--- src/rtl/fm_hop_scheduler.sv ---
// Wishbone master that steps the FM generator carrier through a programmable hop table,
// writing one increment word per hop and dwelling a programmed number of clocks between hops.
module fm_hop_scheduler #(
    parameter int         TBL_AW       = 4,
    parameter int         DWELL_W      = 24,
    parameter logic [1:0] HOP_REG_ADDR = 2'd0,
    parameter int         ACK_TIMEOUT  = 15
) (
    input  logic                i_clk,
    input  logic                i_reset,
    input  logic                i_start,
    input  logic                i_stop,
    input  logic                i_loop,
    input  logic [TBL_AW:0]     i_num_entries,
    input  logic [DWELL_W-1:0]  i_dwell,
    input  logic                i_tbl_we,
    input  logic [TBL_AW-1:0]   i_tbl_addr,
    input  logic [31:0]         i_tbl_data,
    output logic                o_wb_cyc,
    output logic                o_wb_stb,
    output logic                o_wb_we,
    output logic [1:0]          o_wb_addr,
    output logic [31:0]         o_wb_data,
    input  logic                i_wb_ack,
    input  logic                i_wb_stall,
    output logic                o_busy,
    output logic                o_hop_strobe,
    output logic [TBL_AW-1:0]   o_hop_index,
    output logic                o_err
);

    localparam int NUM_W     = TBL_AW + 1;
    localparam int TBL_DEPTH = 1 << TBL_AW;
    localparam int TMO_W     = $clog2(ACK_TIMEOUT + 1);

    typedef enum logic [2:0] {
        ST_IDLE,
        ST_LOAD,
        ST_WRITE,
        ST_WAIT_ACK,
        ST_DWELL
    } state_t;

    state_t              state_q, state_d;
    logic [TBL_AW-1:0]   index_q, index_d;
    logic [NUM_W-1:0]    num_q, num_d;
    logic                loop_q, loop_d;
    logic [DWELL_W-1:0]  dwell_len_q, dwell_len_d;
    logic [DWELL_W-1:0]  dwell_cnt_q, dwell_cnt_d;
    logic [TMO_W-1:0]    tmo_q, tmo_d;
    logic                stop_pend_q, stop_pend_d;
    logic                err_q, err_d;
    logic                hop_strobe_q, hop_strobe_d;
    logic [31:0]         data_q;

    logic [31:0]         mem [0:TBL_DEPTH-1];

    logic                num_ok;
    logic                last_entry;
    logic                bus_done;

    assign num_ok     = (i_num_entries != '0) && (i_num_entries <= NUM_W'(TBL_DEPTH));
    assign last_entry = ({1'b0, index_q} == (num_q - NUM_W'(1)));

    // Hop table: written any time, read only while loading so the bus word stays put
    // for the whole transaction even if the host rewrites the entry.
    always_ff @(posedge i_clk) begin
        if (i_tbl_we) begin
            mem[i_tbl_addr] <= i_tbl_data;
        end
    end

    always_ff @(posedge i_clk) begin
        if (i_reset) begin
            data_q <= '0;
        end else if (state_q == ST_LOAD) begin
            data_q <= mem[index_q];
        end
    end

    always_ff @(posedge i_clk) begin
        if (i_reset) begin
            state_q      <= ST_IDLE;
            index_q      <= '0;
            num_q        <= '0;
            loop_q       <= 1'b0;
            dwell_len_q  <= '0;
            dwell_cnt_q  <= '0;
            tmo_q        <= '0;
            stop_pend_q  <= 1'b0;
            err_q        <= 1'b0;
            hop_strobe_q <= 1'b0;
        end else begin
            state_q      <= state_d;
            index_q      <= index_d;
            num_q        <= num_d;
            loop_q       <= loop_d;
            dwell_len_q  <= dwell_len_d;
            dwell_cnt_q  <= dwell_cnt_d;
            tmo_q        <= tmo_d;
            stop_pend_q  <= stop_pend_d;
            err_q        <= err_d;
            hop_strobe_q <= hop_strobe_d;
        end
    end

    always_comb begin
        state_d      = state_q;
        index_d      = index_q;
        num_d        = num_q;
        loop_d       = loop_q;
        dwell_len_d  = dwell_len_q;
        dwell_cnt_d  = dwell_cnt_q;
        tmo_d        = tmo_q;
        stop_pend_d  = stop_pend_q;
        err_d        = err_q;
        hop_strobe_d = 1'b0;
        bus_done     = 1'b0;

        case (state_q)
            ST_IDLE: begin
                if (i_start && !i_stop && num_ok) begin
                    num_d       = i_num_entries;
                    loop_d      = i_loop;
                    dwell_len_d = (i_dwell == '0) ? DWELL_W'(1) : i_dwell;
                    index_d     = '0;
                    err_d       = 1'b0;
                    stop_pend_d = 1'b0;
                    state_d     = ST_LOAD;
                end
            end
            ST_LOAD: begin
                state_d = i_stop ? ST_IDLE : ST_WRITE;
            end
            ST_WRITE: begin
                if (i_stop) begin
                    stop_pend_d = 1'b1;
                end
                if (!i_wb_stall) begin
                    tmo_d = '0;
                    if (i_wb_ack) begin
                        bus_done = 1'b1;
                    end else begin
                        state_d = ST_WAIT_ACK;
                    end
                end
            end
            ST_WAIT_ACK: begin
                if (i_stop) begin
                    stop_pend_d = 1'b1;
                end
                if (i_wb_ack) begin
                    bus_done = 1'b1;
                end else if (tmo_q == TMO_W'(ACK_TIMEOUT - 1)) begin
                    err_d   = 1'b1;
                    state_d = ST_IDLE;
                end else begin
                    tmo_d = tmo_q + TMO_W'(1);
                end
            end
            ST_DWELL: begin
                if (i_stop) begin
                    state_d = ST_IDLE;
                end else if (dwell_cnt_q <= DWELL_W'(1)) begin
                    if (!last_entry) begin
                        index_d = index_q + TBL_AW'(1);
                        state_d = ST_LOAD;
                    end else if (loop_q) begin
                        index_d = '0;
                        state_d = ST_LOAD;
                    end else begin
                        state_d = ST_IDLE;
                    end
                end else begin
                    dwell_cnt_d = dwell_cnt_q - DWELL_W'(1);
                end
            end
            default: begin
                state_d = ST_IDLE;
            end
        endcase

        // A stop seen during the bus transaction ends the sequence once the write lands.
        if (bus_done) begin
            hop_strobe_d = 1'b1;
            if (stop_pend_q || i_stop) begin
                state_d = ST_IDLE;
            end else begin
                dwell_cnt_d = dwell_len_q;
                state_d     = ST_DWELL;
            end
        end
    end

    always_comb begin
        o_wb_cyc = 1'b0;
        o_wb_stb = 1'b0;
        case (state_q)
            ST_WRITE: begin
                o_wb_cyc = 1'b1;
                o_wb_stb = 1'b1;
            end
            ST_WAIT_ACK: begin
                o_wb_cyc = 1'b1;
            end
            default: begin
            end
        endcase
        o_wb_we      = o_wb_stb;
        o_wb_addr    = HOP_REG_ADDR;
        o_wb_data    = data_q;
        o_busy       = (state_q != ST_IDLE);
        o_hop_strobe = hop_strobe_q;
        o_hop_index  = index_q;
        o_err        = err_q;
    end

endmodule

--- config.mk ---
export PLATFORM = sky130hd
export DESIGN_NAME = fm_hop_scheduler
export DESIGN_NICKNAME = d
export VERILOG_FILES = /design/src/rtl/fm_hop_scheduler.sv
export SDC_FILE = /design/constraint.sdc
export NUM_CORES = 1
export LEC_CHECK = 0
export CORE_MARGIN = 2
export CORE_UTILIZATION = 32
export CTS_CLUSTER_SIZE = 24
export DETAILED_ROUTE_END_ITERATION = 12
export PLACE_DENSITY = 0.46
export SLEW_MARGIN = 20
export SYNTH_ARGS = -nofsm -noshare
export SYNTH_HDL_FRONTEND = slang
export SYNTH_SLANG_ARGS = --single-unit
--- constraint.sdc ---
create_clock -name i_clk -period 12.1 [get_ports i_clk]
set_input_delay 2.42 -clock i_clk [delete_from_list [all_inputs] [get_ports i_clk]]
set_output_delay 2.42 -clock i_clk [all_outputs]
set_load 0.05 [all_outputs]
==> run summary, run 1 <==
Initial Util -> 32.2%
CTS tree -> built
Syn. warnings -> 0
CP required -> 9680 ps
Mapped Area -> 23900 um2
# IOs -> 117
Final hold vios -> 0
WS Path Type -> reg -> out
Final Power -> 4.66 mW
ANT cells -> 0
FMAX -> 201 MHz
Sw frac -> 22.3%
HP Class -> reg -> reg
Die width -> 277 um
Clock network fraction of total power -> 43.0%
Slew Limit Fails -> 0
Most used cell, CP -> nor2b_1
Pleak -> 8.94 nW
First-pass GRT wire length -> 88400 um
# rows -> 100
Post-synth EDFFs -> 512
Worst path slowest cell -> clkdlybuf4s50_1
Power per Cell Area -> 164 nW/um2
H-tree depth -> 3
Detail Placement HPWL -> 30800 um
Most common cell in the synthesized netlist -> edfxtp_1
Crit-path cells -> nor2b_1 > buf_4 > nor2b_1 > clkdlybuf4s50_1
Crit path DAT -> 2560 ps
Ys flop type -> edfxtp_1
GR Overflow Total -> 0
Initial antenna violation count -> 1
Number of distinct library cells after synthesis -> 67
Async set-reset flop share out of synthesis -> 0%
Worst-Skew Late Latency -> 600 ps
Final period utilization -> 41.1%
Area Growth Syn to Fin -> 19.2%
CP top delay family -> buffers and inverters
Setup TNS Final -> 0 ps
First-pass iteration count of the detailed router -> 4
Status -> finished clean
Synthesized area per cell -> 18.4 um2
Largest net degree at the start of global routing -> 69
Top-area cell type share of the netlist area -> 64.4%
Internal power -> 3.62 mW
VDD IR-drop max -> 0.0817 mV
Clk buf depth -> 3
DRT iter0 DRCs -> 871
Seq cells post-synth -> 612
Cts repair resizes -> 0
Leading area contributor after synthesis -> edfxtp_1
Layout cells sized above 1 -> 22.3%
Worst setup SP type -> flip-flop
Routed WL -> 59300 um
Clk slew on worst S/H paths -> 60 ps
Postcts setup bufs -> 0
Worst reg2reg setup slack -> 8610 ps
Synth Instances -> 1294
Multi-input logic area -> 6090 um2
GRT Overall Usage -> 15.6%
# hold bufs at CTS -> 0
Final nets -> 1513
Synth top cells by count -> 512 x edfxtp_1, 160 x mux4_2, 100 x dfxtp_1
Port bufs -> 114
Clk root buf -> clkbuf_16
Logic pwr share -> 6.1%
Largest fanout on the critical path -> 9
Vias in the first global route -> 13234
CP bufs+invs -> 2
Clock Sinks -> 612
Die Ht -> 277 um
RD Place Congestion -> 0.731
Seq pwr share -> 50.9%
CP max stage delay -> 870 ps
Crit path time final -> 4980 ps
Final clock skew -> 18.4 ps
Switch Pwr -> 1.04 mW
Vias -> 12356
Area of the core -> 74200 um2
Synth area leaders -> edfxtp_1 64%, mux4_2 15%, dfxtp_1 8.4%
WL/cell -> 24.2 um
DR vias/cell -> 5.03
Post-route DRC violation count -> 0
CTS Buf Count -> 69
Worst slew margin -> 34.7%
Final setup fails -> 0
ANT nets after route -> 0
Die area -> 76800 um2
Fillers -> 6796
Unrepaired setup endpoints after global routing -> no
Least-Margin Pin Slew -> 980 ps
Max_cap viols -> 0
Seq/Total Area, Yosys -> 72.8%
Crit path capture type -> output pin
Sequential cell area -> 17400 um2
-- layout make-up --
| type | instances | share of cell area (%) |
|---|---|---|
| clock buffers | 100 | 6.95 |
| clock inverters | 24 | 0.704 |
| inverters | 47 | 0.620 |
| multi-input cells | 559 | 21.4 |
| flip-flops and latches | 612 | 61.1 |
| well taps | 969 | 4.26 |
| repair buffers | 145 | 4.91 |
-- cell usage in the layout, fill, tap and decap left out, types with 7 or more instances in the layout --
master           instances
clkbuf_8                 7
o21ai_0                 42
clkdlybuf4s50_1        113
or3_1                   12
clkbuf_16               72
nor2_4                  13
nor2_1                  58
a22oi_1                 14
dfxtp_1                 97
nor4_1                  11
mux4_2                 160
a21oi_1                 22
clkbuf_1                21
nand3_1                  9
a211oi_1                 7
nand2b_1                 7
inv_1                   46
or4_1                   15
buf_4                   29
nand2_1                 71
edfxtp_1               512
a311oi_1                 7
clkinv_2                10
-- path summary, 6_finish.rpt --
path,from,to,cells past startpoint
setup / recovery,state_q[1]$_SDFFE_PP0P_,o_wb_stb,4
hold / removal,o_wb_data[3]$_SDFFE_PP0N_,o_wb_data[3]$_SDFFE_PP0N_,2
setup reg to reg,o_hop_index[0]$_SDFFE_PP0P_,o_wb_data[1]$_SDFFE_PP0N_,6
hold reg to reg,o_wb_data[3]$_SDFFE_PP0N_,o_wb_data[3]$_SDFFE_PP0N_,2
-- sequential cells by signal, summed over array words and instances, names as in the netlist --
signal	cells
dwell_len_q	24
o_err	1
o_hop_index	4
num_q	5
dwell_cnt_q	24
tmo_q	4
o_wb_data	32
stop_pend_q	1
o_hop_strobe	1
state_q	3
mem	512
loop_q	1
-- layer usage --
metal / track usage (%) / up-vias / share of wire [%]
li1: - / 5486 / -
met1: 21.3 / 6499 / 45
met2: 26.0 / 307 / 49
met3: 2.56 / 62 / 4.5
met4: 4.12 / 2 / 1.5
met5: 0 / - / 0.022
-- power by group through the flow --
stage	Clock (mW)	Sequential [mW]	Combinational (mW)
after floorplan	0	2.46	0.100
after global placement	0	2.41	0.285
after detailed placement	0	2.41	0.288
after CTS	2.06	2.37	0.289
after global routing	2.15	2.38	0.305
final	2.00	2.37	0.284
-- worst min-delay path: stages, from the launching register on --
cell and delay (ps):
dfxtp_1 320, nand2_1 50, o21ai_0 50
-- through the flow --
step | instance area [um2] | setup slack (ps) | cells | util (%) | hold WS (ps)
6_report | 28400 | 7120 | 2456 | 38.3 | 449
5_1_grt | 28400 | 6980 | 2456 | 38.3 | 479
4_1_cts | 28400 | 7010 | 2455 | 38.3 | 455
3_5_place_dp | 26200 | 7200 | 2331 | 35.4 | 441
3_3_place_gp | 26200 | 7220 | 2330 | 35.3 | 434
2_1_floorplan | 23900 | 6500 | 1295 | - | 437
-- cell families after synthesis --
group	share of synthesized area, %
xor+xnor	0.330
mux	15.3
compound gates	4.12
flops	72.8
simple gates	4.95
buf+inv	2.20
fa+ha+maj	0.315
other cells	0.0157
No activity file was read; power rests on OpenSTA's default activity.
==> inputs of run 2 (changes only) <==
- clock period: 12.1 -> 4.9 ns (I/O delays scaled with it)
==> run summary, run 2 (same netlist as run 1, synthesis figures left out) <==
Routed WL -> 57700 um (-2.8%)
Cts repair resizes -> 0 (unchanged)
GRT Overall Usage -> 15.2% (-0.45 points)
Worst path slowest cell -> clkdlybuf4s50_1
Sequential cell area -> 17400 um2 (unchanged)
Final period utilization -> 71.3%
CP required -> 3920 ps (-5760 ps)
Die width -> 277 um (unchanged)
Area of the core -> 74200 um2 (unchanged)
Worst slew margin -> 36.9% (+2.2 points)
Die Ht -> 277 um (unchanged)
Commonest non-fill, non-tap cell in the layout -> edfxtp_1
# rows -> 100 (unchanged)
Port bufs -> 114 (unchanged)
Status -> finished clean
Worst-Skew Late Latency -> 610 ps (about the same)
Postcts setup bufs -> 0 (unchanged)
Crit-path cells -> nor2b_1 > buf_4 > nor2b_1 > clkdlybuf4s50_1
GR Overflow Total -> 0 (unchanged)
ANT nets after route -> 0 (unchanged)
Multi-input logic area -> 6090 um2 (unchanged)
Vias in the first global route -> 13034 (-1.5%)
Most used cell, CP -> nor2b_1
Layout cells sized above 1 -> 22.8% (+0.51 points)
VDD IR-drop max -> 0.240 mV (+190%)
Final clock skew -> 32.3 ps (+13.9 ps)
# IOs -> 117 (unchanged)
Largest net degree at the start of global routing -> 133 (+93%)
Pleak -> 9.05 nW (+1.2%)
Detail Placement HPWL -> 34100 um (+11%)
Crit path capture type -> output pin
HP Class -> reg -> reg
Clock Sinks -> 612 (unchanged)
WS Path Type -> reg -> out
Final Power -> 11.6 mW (+150%)
Power per Cell Area -> 403 nW/um2 (+150%)
Max_cap viols -> 0 (unchanged)
Crit path time final -> 3490 ps
Top reg by flops -> mem
Initial antenna violation count -> 3 (+2)
Unrepaired setup endpoints after global routing -> no
CTS tree -> built
Post-Layout Inst Area -> 28700 um2 (+0.95%)
CTS Buf Count -> 69 (unchanged)
CP max stage delay -> 850 ps (-20 ps)
Final setup fails -> 0 (unchanged)
Setup TNS Final -> 0 ps (unchanged)
FMAX -> 286 MHz
Area Growth Syn to Fin -> 20.3%
Fillers -> 6793 (-0.044%)
Clk slew on worst S/H paths -> 50 ps (about the same)
Setup slack after layout -> 1410 ps (-5720 ps)
# hold bufs at CTS -> 0 (unchanged)
Max reg flops -> 512 (unchanged)
Worst setup SP type -> flip-flop
Worst reg2reg setup slack -> 1930 ps (-6680 ps)
H-tree depth -> 3 (unchanged)
Post-route DRC violation count -> 0 (unchanged)
Clk root buf -> clkbuf_16
Least-Margin Pin Slew -> 947 ps (-33.4 ps)
Place WS -> 1380 ps (-5820 ps)
DRT iter0 DRCs -> 990 (+14%)
First-pass GRT wire length -> 86200 um (-2.5%)
Final hold vios -> 0 (unchanged)
RD Place Congestion -> 0.732 (+0.14%)
Crit path DAT -> 2510 ps (-50 ps)
Commonest non-fill, non-tap cells in the layout -> 512 x edfxtp_1, 160 x mux4_2, 113 x clkdlybuf4s50_1, 97 x dfxtp_1, 72 x clkbuf_16
Area after DPL -> 26500 um2 (+0.86%)
First-pass iteration count of the detailed router -> 5 (+1)
Clk buf depth -> 3 (unchanged)
WL/cell -> 23.4 um (-3.1%)
DR vias/cell -> 4.99 (-0.74%)
Largest fanout on the critical path -> 9 (unchanged)
Vias -> 12299 (-0.46%)
Die area -> 76800 um2 (unchanged)
Initial Util -> 32.2% (unchanged)
Final nets -> 1517 (+0.26%)
Slew Limit Fails -> 0 (unchanged)
## run 2: path summary, 6_finish.rpt
path	startpoint	to	cells past startpoint
setup / recovery	state_q[1]$_SDFFE_PP0P_	o_wb_stb	4
hold reg to reg	o_wb_data[0]$_SDFFE_PP0N_	o_wb_data[0]$_SDFFE_PP0N_	2
setup reg to reg	o_hop_index[0]$_SDFFE_PP0P_	o_wb_data[26]$_SDFFE_PP0N_	5
hold / removal	o_wb_data[0]$_SDFFE_PP0N_	o_wb_data[0]$_SDFFE_PP0N_	2
## run 2: power breakdown
part           leakage, nW  internal (mW)  switching [mW]
registers             5.44           5.79          0.0659
logic                 2.52          0.240           0.465
clock network         1.10           2.97            2.04
total                 9.05           8.99            2.57
## run 2: per-stage QoR
stage                     hold slack [ps]  instances  utilization (%)
after floorplan                       437       1295                -
after global placement                439       2328             35.4
after detailed placement              445       2335             35.7
after CTS                             457       2461             38.7
after global routing                  480       2462             38.7
final                                 449       2463             38.7
## run 2: critical path: cells and delay by family (launching register included)
family	cells	cell delay, ps
buffers and inverters	2	1030
DFF	1	460
and+or+nand+nor	2	430
## run 2: final cells by class
cell class / count / area share [%]
antenna: 1 / 0.00872
clock buffer: 102 / 7.02
clock inverter: 24 / 0.710
inverter: 47 / 0.615
multi-input combinational: 559 / 21.2
sequential: 612 / 60.6
tap: 969 / 4.22
timing repair buffer: 149 / 5.65
## run 2: routing by layer
metal | up-vias | track usage (%) | share of wire [%]
met2 | 250 | 25.1 | 49
li1 | 5506 | - | -
met3 | 70 | 2.94 | 4.3
met5 | - | 0 | 0.045
met1 | 6469 | 20.5 | 45
met4 | 4 | 4.38 | 1.7
==> variant 1, RTL diff (settings of run 2) <==
Set the parameter `HOP_REG_ADDR` to 2'd1 (it was 2'd0).
--- a/src/rtl/fm_hop_scheduler.sv
+++ b/src/rtl/fm_hop_scheduler.sv
@@ -4,5 +4,5 @@
     parameter int         TBL_AW       = 4,
     parameter int         DWELL_W      = 24,
-    parameter logic [1:0] HOP_REG_ADDR = 2'd0,
+    parameter logic [1:0] HOP_REG_ADDR = 2'd1,
     parameter int         ACK_TIMEOUT  = 15
 ) (
Formal check against the unedited RTL: not equivalent (Yosys sat finds a counterexample within 4 cycles, from zero or initial values and one cycle with i_reset high).
==> variant 1 against run 2 <==
  * Critical endpoint is now o_wb_we
  * Total power grew 1.4%
  * Setup slack lost 0.25 ns
  * Synthesized cell count is essentially flat
  * Cell area shrank 0.61%
  * Wire length shrank 0.64%
  * Fmax shrank 6.6%
  * Critical path type unchanged
  * Largest cell class unchanged
  * Register-to-register slack gained 0.26 ns
  * Sequential cell count is the same
  * Area after synthesis is essentially flat
  * Via count shrank 0.21%
==> variant 1: results (changes against run 2) <==
----------------------------------------------------
[Placed design]
  Placed Cells incl. Taps ... 2,329 (-0.26%)
  Place WS ... 1.415 ns (+0.03031 ns)
  Placer's final routability congestion estimate ... 0.7767 (+6.0%)
  Final HPWL DP ... 32.19 mm (-5.5%)

[STA]
  Worst slew margin relative to its limit ... 0.3656 (-0.003176)
  Final worst hold slack ... 0.4536 ns (+0.004464 ns)

[Cells and area]
  Fraction of area in multi-input gates ... 0.2134 (+0.001312)
  Count of clock-net buffers in the final layout ... 93 (-8.8%)
  Filler Cell Count ... 6,728 (-0.96%)
  Non-clk buf share ... 0.04850 (-0.007983)
  Seq area share ... 0.6094 (+0.003745)
  Share of post-route cells with drive strength above 1 ... 0.2200 (-0.007756)
  Antenna Diode Count ... 0 (-1)

[Synthesis]
  Compound-gate portion of the synthesized area ... 0.04120 (about the same)
  Mux share of post-synthesis cell area ... 0.1526 (about the same)
  Synth top area cells ... sky130_fd_sc_hd__edfxtp_1 64%, sky130_fd_sc_hd__mux4_2 15%, sky130_fd_sc_hd__dfxtp_1 8.4%
  Xor and xnor area share after synthesis ... 0.003302 (about the same)
  Fraction of the mapped netlist area in adder cells ... 0.003145 (about the same)

[Pwr]
  Static leakage ... 8.969 nW (-0.89%)

[Drt]
  Via count normalized by instance count ... 5.007 (+0.28%)
  Drt first pass iters ... 6 (+1)
  Starting DRC count in detailed routing ... 955 (-3.5%)
  Post-detailed-route wirelength per cell ... 23.37 µm (-0.16%)

[Critical path]
  Setup slack on the worst flop-to-flop path ... 2.19 ns (+0.26 ns)
  Data arrival time of the worst path ... 2.76 ns (+0.25 ns)
  Count of cells along the worst register-to-register path ... 6 (+1)

[Status]
  Outcome ... finished, final reports clean

[Global routing]
  Via count of the first global-routing pass ... 13,000 (-0.23%)

----------------------------------------------------
-- variant 1: metal layers --
layer,part of all wire,vias up,GRT usage
li1,-,5503,-
met1,0.46,6399,0.2093
met2,0.47,273,0.2411
met3,0.040,98,0.02919
met4,0.026,0,0.04738
met5,0,-,0
-- variant 1: cells by family (layout without fill, tap and decap cells) --
group | count (synthesis) | count (layout)
xor+xnor | 9 | 9
compound gates | 140 | 140
other cells | 2 | 2
simple gates | 238 | 238
mux | 164 | 164
flops | 612 | 612
buf+inv | 124 | 311
fa+ha+maj | 6 | 6
-- variant 1: how the worst min path moves through the flow --
stage	startpoint	end	cells after the start
after floorplan	dwell_len_q[7]$_SDFFE_PP0P_	dwell_len_q[7]$_SDFFE_PP0P_	2
after global placement	o_wb_data[4]$_SDFFE_PP0N_	o_wb_data[4]$_SDFFE_PP0N_	2
after detailed placement	o_wb_data[4]$_SDFFE_PP0N_	o_wb_data[4]$_SDFFE_PP0N_	2
after CTS	o_wb_data[4]$_SDFFE_PP0N_	o_wb_data[4]$_SDFFE_PP0N_	2
after global routing	dwell_len_q[17]$_SDFFE_PP0P_	dwell_len_q[17]$_SDFFE_PP0P_	2
final	o_wb_data[6]$_SDFFE_PP0N_	o_wb_data[6]$_SDFFE_PP0N_	2
-- variant 1: worst max-delay path: stages (launching register included) --
cell,delay (ns)
sky130_fd_sc_hd__dfxtp_1,0.47
sky130_fd_sc_hd__nor2b_1,0.57
sky130_fd_sc_hd__nor2b_1,0.29
sky130_fd_sc_hd__clkdlybuf4s50_1,0.84
-- variant 1: where the power goes --
group	switching [mW]	internal [mW]	total [mW]
sequential	0.0636	5.79	5.85
clock	2.08	3.09	5.18
combinational	0.469	0.234	0.703
==> variant 2, RTL diff (config.mk and constraints of run 2) <==
Made on the original files. Encoding of `state_t`: now one-hot (5 bits for 5 states).
--- a/src/rtl/fm_hop_scheduler.sv
+++ b/src/rtl/fm_hop_scheduler.sv
@@ -34,10 +34,10 @@
     localparam int TMO_W     = $clog2(ACK_TIMEOUT + 1);
 
-    typedef enum logic [2:0] {
-        ST_IDLE,
-        ST_LOAD,
-        ST_WRITE,
-        ST_WAIT_ACK,
-        ST_DWELL
+    typedef enum logic [4:0] {
+        ST_IDLE     = 5'b00001,
+        ST_LOAD     = 5'b00010,
+        ST_WRITE    = 5'b00100,
+        ST_WAIT_ACK = 5'b01000,
+        ST_DWELL    = 5'b10000
     } state_t;
 
Function: same outputs for any inputs over 4 cycles, from zero or initial values and one cycle with i_reset high; so few cycles prove little.
==> variant 2 against run 2 <==
  * Total power grew 0.19%
  * Cell area grew 0.18%
  * Die area grew 0.59%
  * Sequential cell count grew 2
  * Wire length grew 2.4%
  * Area after synthesis grew 0.60%
  * Utilization is essentially flat
  * Setup slack lost 0.40 ns
  * Hold slack gained 0.0044 ns
==> variant 2: results (changes against run 2) <==
----------------------------------------------------
[Drt]
  Met2 layer wire length in the routed design ... 28.25 mm (+0.19%)
  Total via count after detailed routing ... 12,500 (+1.7%)
  Met3 layer wire length in the routed design ... 2.921 mm (+17%)
  Routed WL ... 59.04 mm (+2.4%)
  Via count normalized by instance count ... 5.028 (+0.69%)

[Cells and area]
  Share of post-route cells with drive strength above 1 ... 0.2194 (-0.008362)
  Clock network area share ... 0.07566 (-0.001617)
  Non-clk buf share ... 0.05473 (-0.001754)
  Sequential standard cell area ... 17,430 µm² (+0.25%)
  Area used by multi-input combinational logic ... 6329 µm² (+3.9%)
  Number of non-clock inverters ... 10 (-79%)
  Antenna Diode Count ... 0 (-1)
  Filler Cell Count ... 6,830 (+0.54%)

[Global routing]
  Initial antenna violation count ... 4 (+1)
  Via count of the first global-routing pass ... 13,090 (+0.46%)
  Met1 capacity usage during global routing ... 0.2162 (+0.01166)
  Largest net degree at the start of global routing ... 118 (-11%)

[Synthesis]
  Most instantiated cells after synthesis ... 512 x sky130_fd_sc_hd__edfxtp_1, 160 x sky130_fd_sc_hd__mux4_2, 138 x sky130_fd_sc_hd__nand2_1, 102 x sky130_fd_sc_hd__dfxtp_1, 70 x sky130_fd_sc_hd__a21oi_1
  Xor and xnor area share after synthesis ... 0.009119 (+0.005817)

[Placed design]
  Total cell area at the placement stage ... 26,580 µm² (+0.42%)
  Placed Cells incl. Taps ... 2,358 (+0.99%)
  Final HPWL DP ... 33.71 mm (-1.1%)
  Placer's final routability congestion estimate ... 0.7849 (+7.2%)

[Status]
  Outcome ... finished, final reports clean

[Critical path]
  Peak per-stage delay on the critical path ... 0.82 ns (-0.03 ns)
  Cell class contributing the biggest share of worst-path delay ... simple AND/OR/NAND/NOR gates

[Worst hold path]
  Hold Crit Start ... o_wb_data[15]$_SDFFE_PP0N_

----------------------------------------------------
[variant 2: changes by cell type in the layout (fill, tap and decap cells not counted), moves of 6 or more]
| cell | change |
|---|---|
| sky130_fd_sc_hd__a211oi_1 | +10 |
| sky130_fd_sc_hd__xnor2_1 | +11 |
| sky130_fd_sc_hd__or3_1 | -9 |
| sky130_fd_sc_hd__o21ai_0 | -34 |
| sky130_fd_sc_hd__nor3_1 | +7 |
| sky130_fd_sc_hd__a21oi_1 | +48 |
| sky130_fd_sc_hd__clkinv_1 | +7 |
| sky130_fd_sc_hd__inv_1 | -36 |
| sky130_fd_sc_hd__a22oi_1 | -13 |
| sky130_fd_sc_hd__or4_1 | -11 |
| sky130_fd_sc_hd__nor2_1 | -8 |
| sky130_fd_sc_hd__clkbuf_8 | -6 |
| sky130_fd_sc_hd__nand2_1 | +67 |
[variant 2: path summary, 6_finish.rpt]
kind                                              endpoint  slack [ns]
worst max-delay path                              o_wb_cyc        1.01
worst min register to register  o_wb_data[15]$_SDFFE_PP0N_        0.45
worst min-delay path            o_wb_data[15]$_SDFFE_PP0N_        0.45
worst max register to register  o_wb_data[17]$_SDFFE_PP0N_        2.09
[variant 2: report_power, final]
| group | total, mW | internal (mW) | switching (mW) |
|---|---|---|---|
| Combinational | 0.784 | 0.306 | 0.478 |
| Clock | 4.94 | 2.85 | 2.09 |
| Sequential | 5.87 | 5.79 | 0.0730 |
| Total | 11.6 | 8.94 | 2.64 |
[variant 2: worst register-to-register path, cell delays in order, from the launching register on]
cell,delay [ns]
sky130_fd_sc_hd__dfxtp_4,0.90
sky130_fd_sc_hd__buf_4,0.48
sky130_fd_sc_hd__mux4_2,0.54
sky130_fd_sc_hd__mux4_2,0.48
sky130_fd_sc_hd__nand2_1,0.18
sky130_fd_sc_hd__a21oi_1,0.09
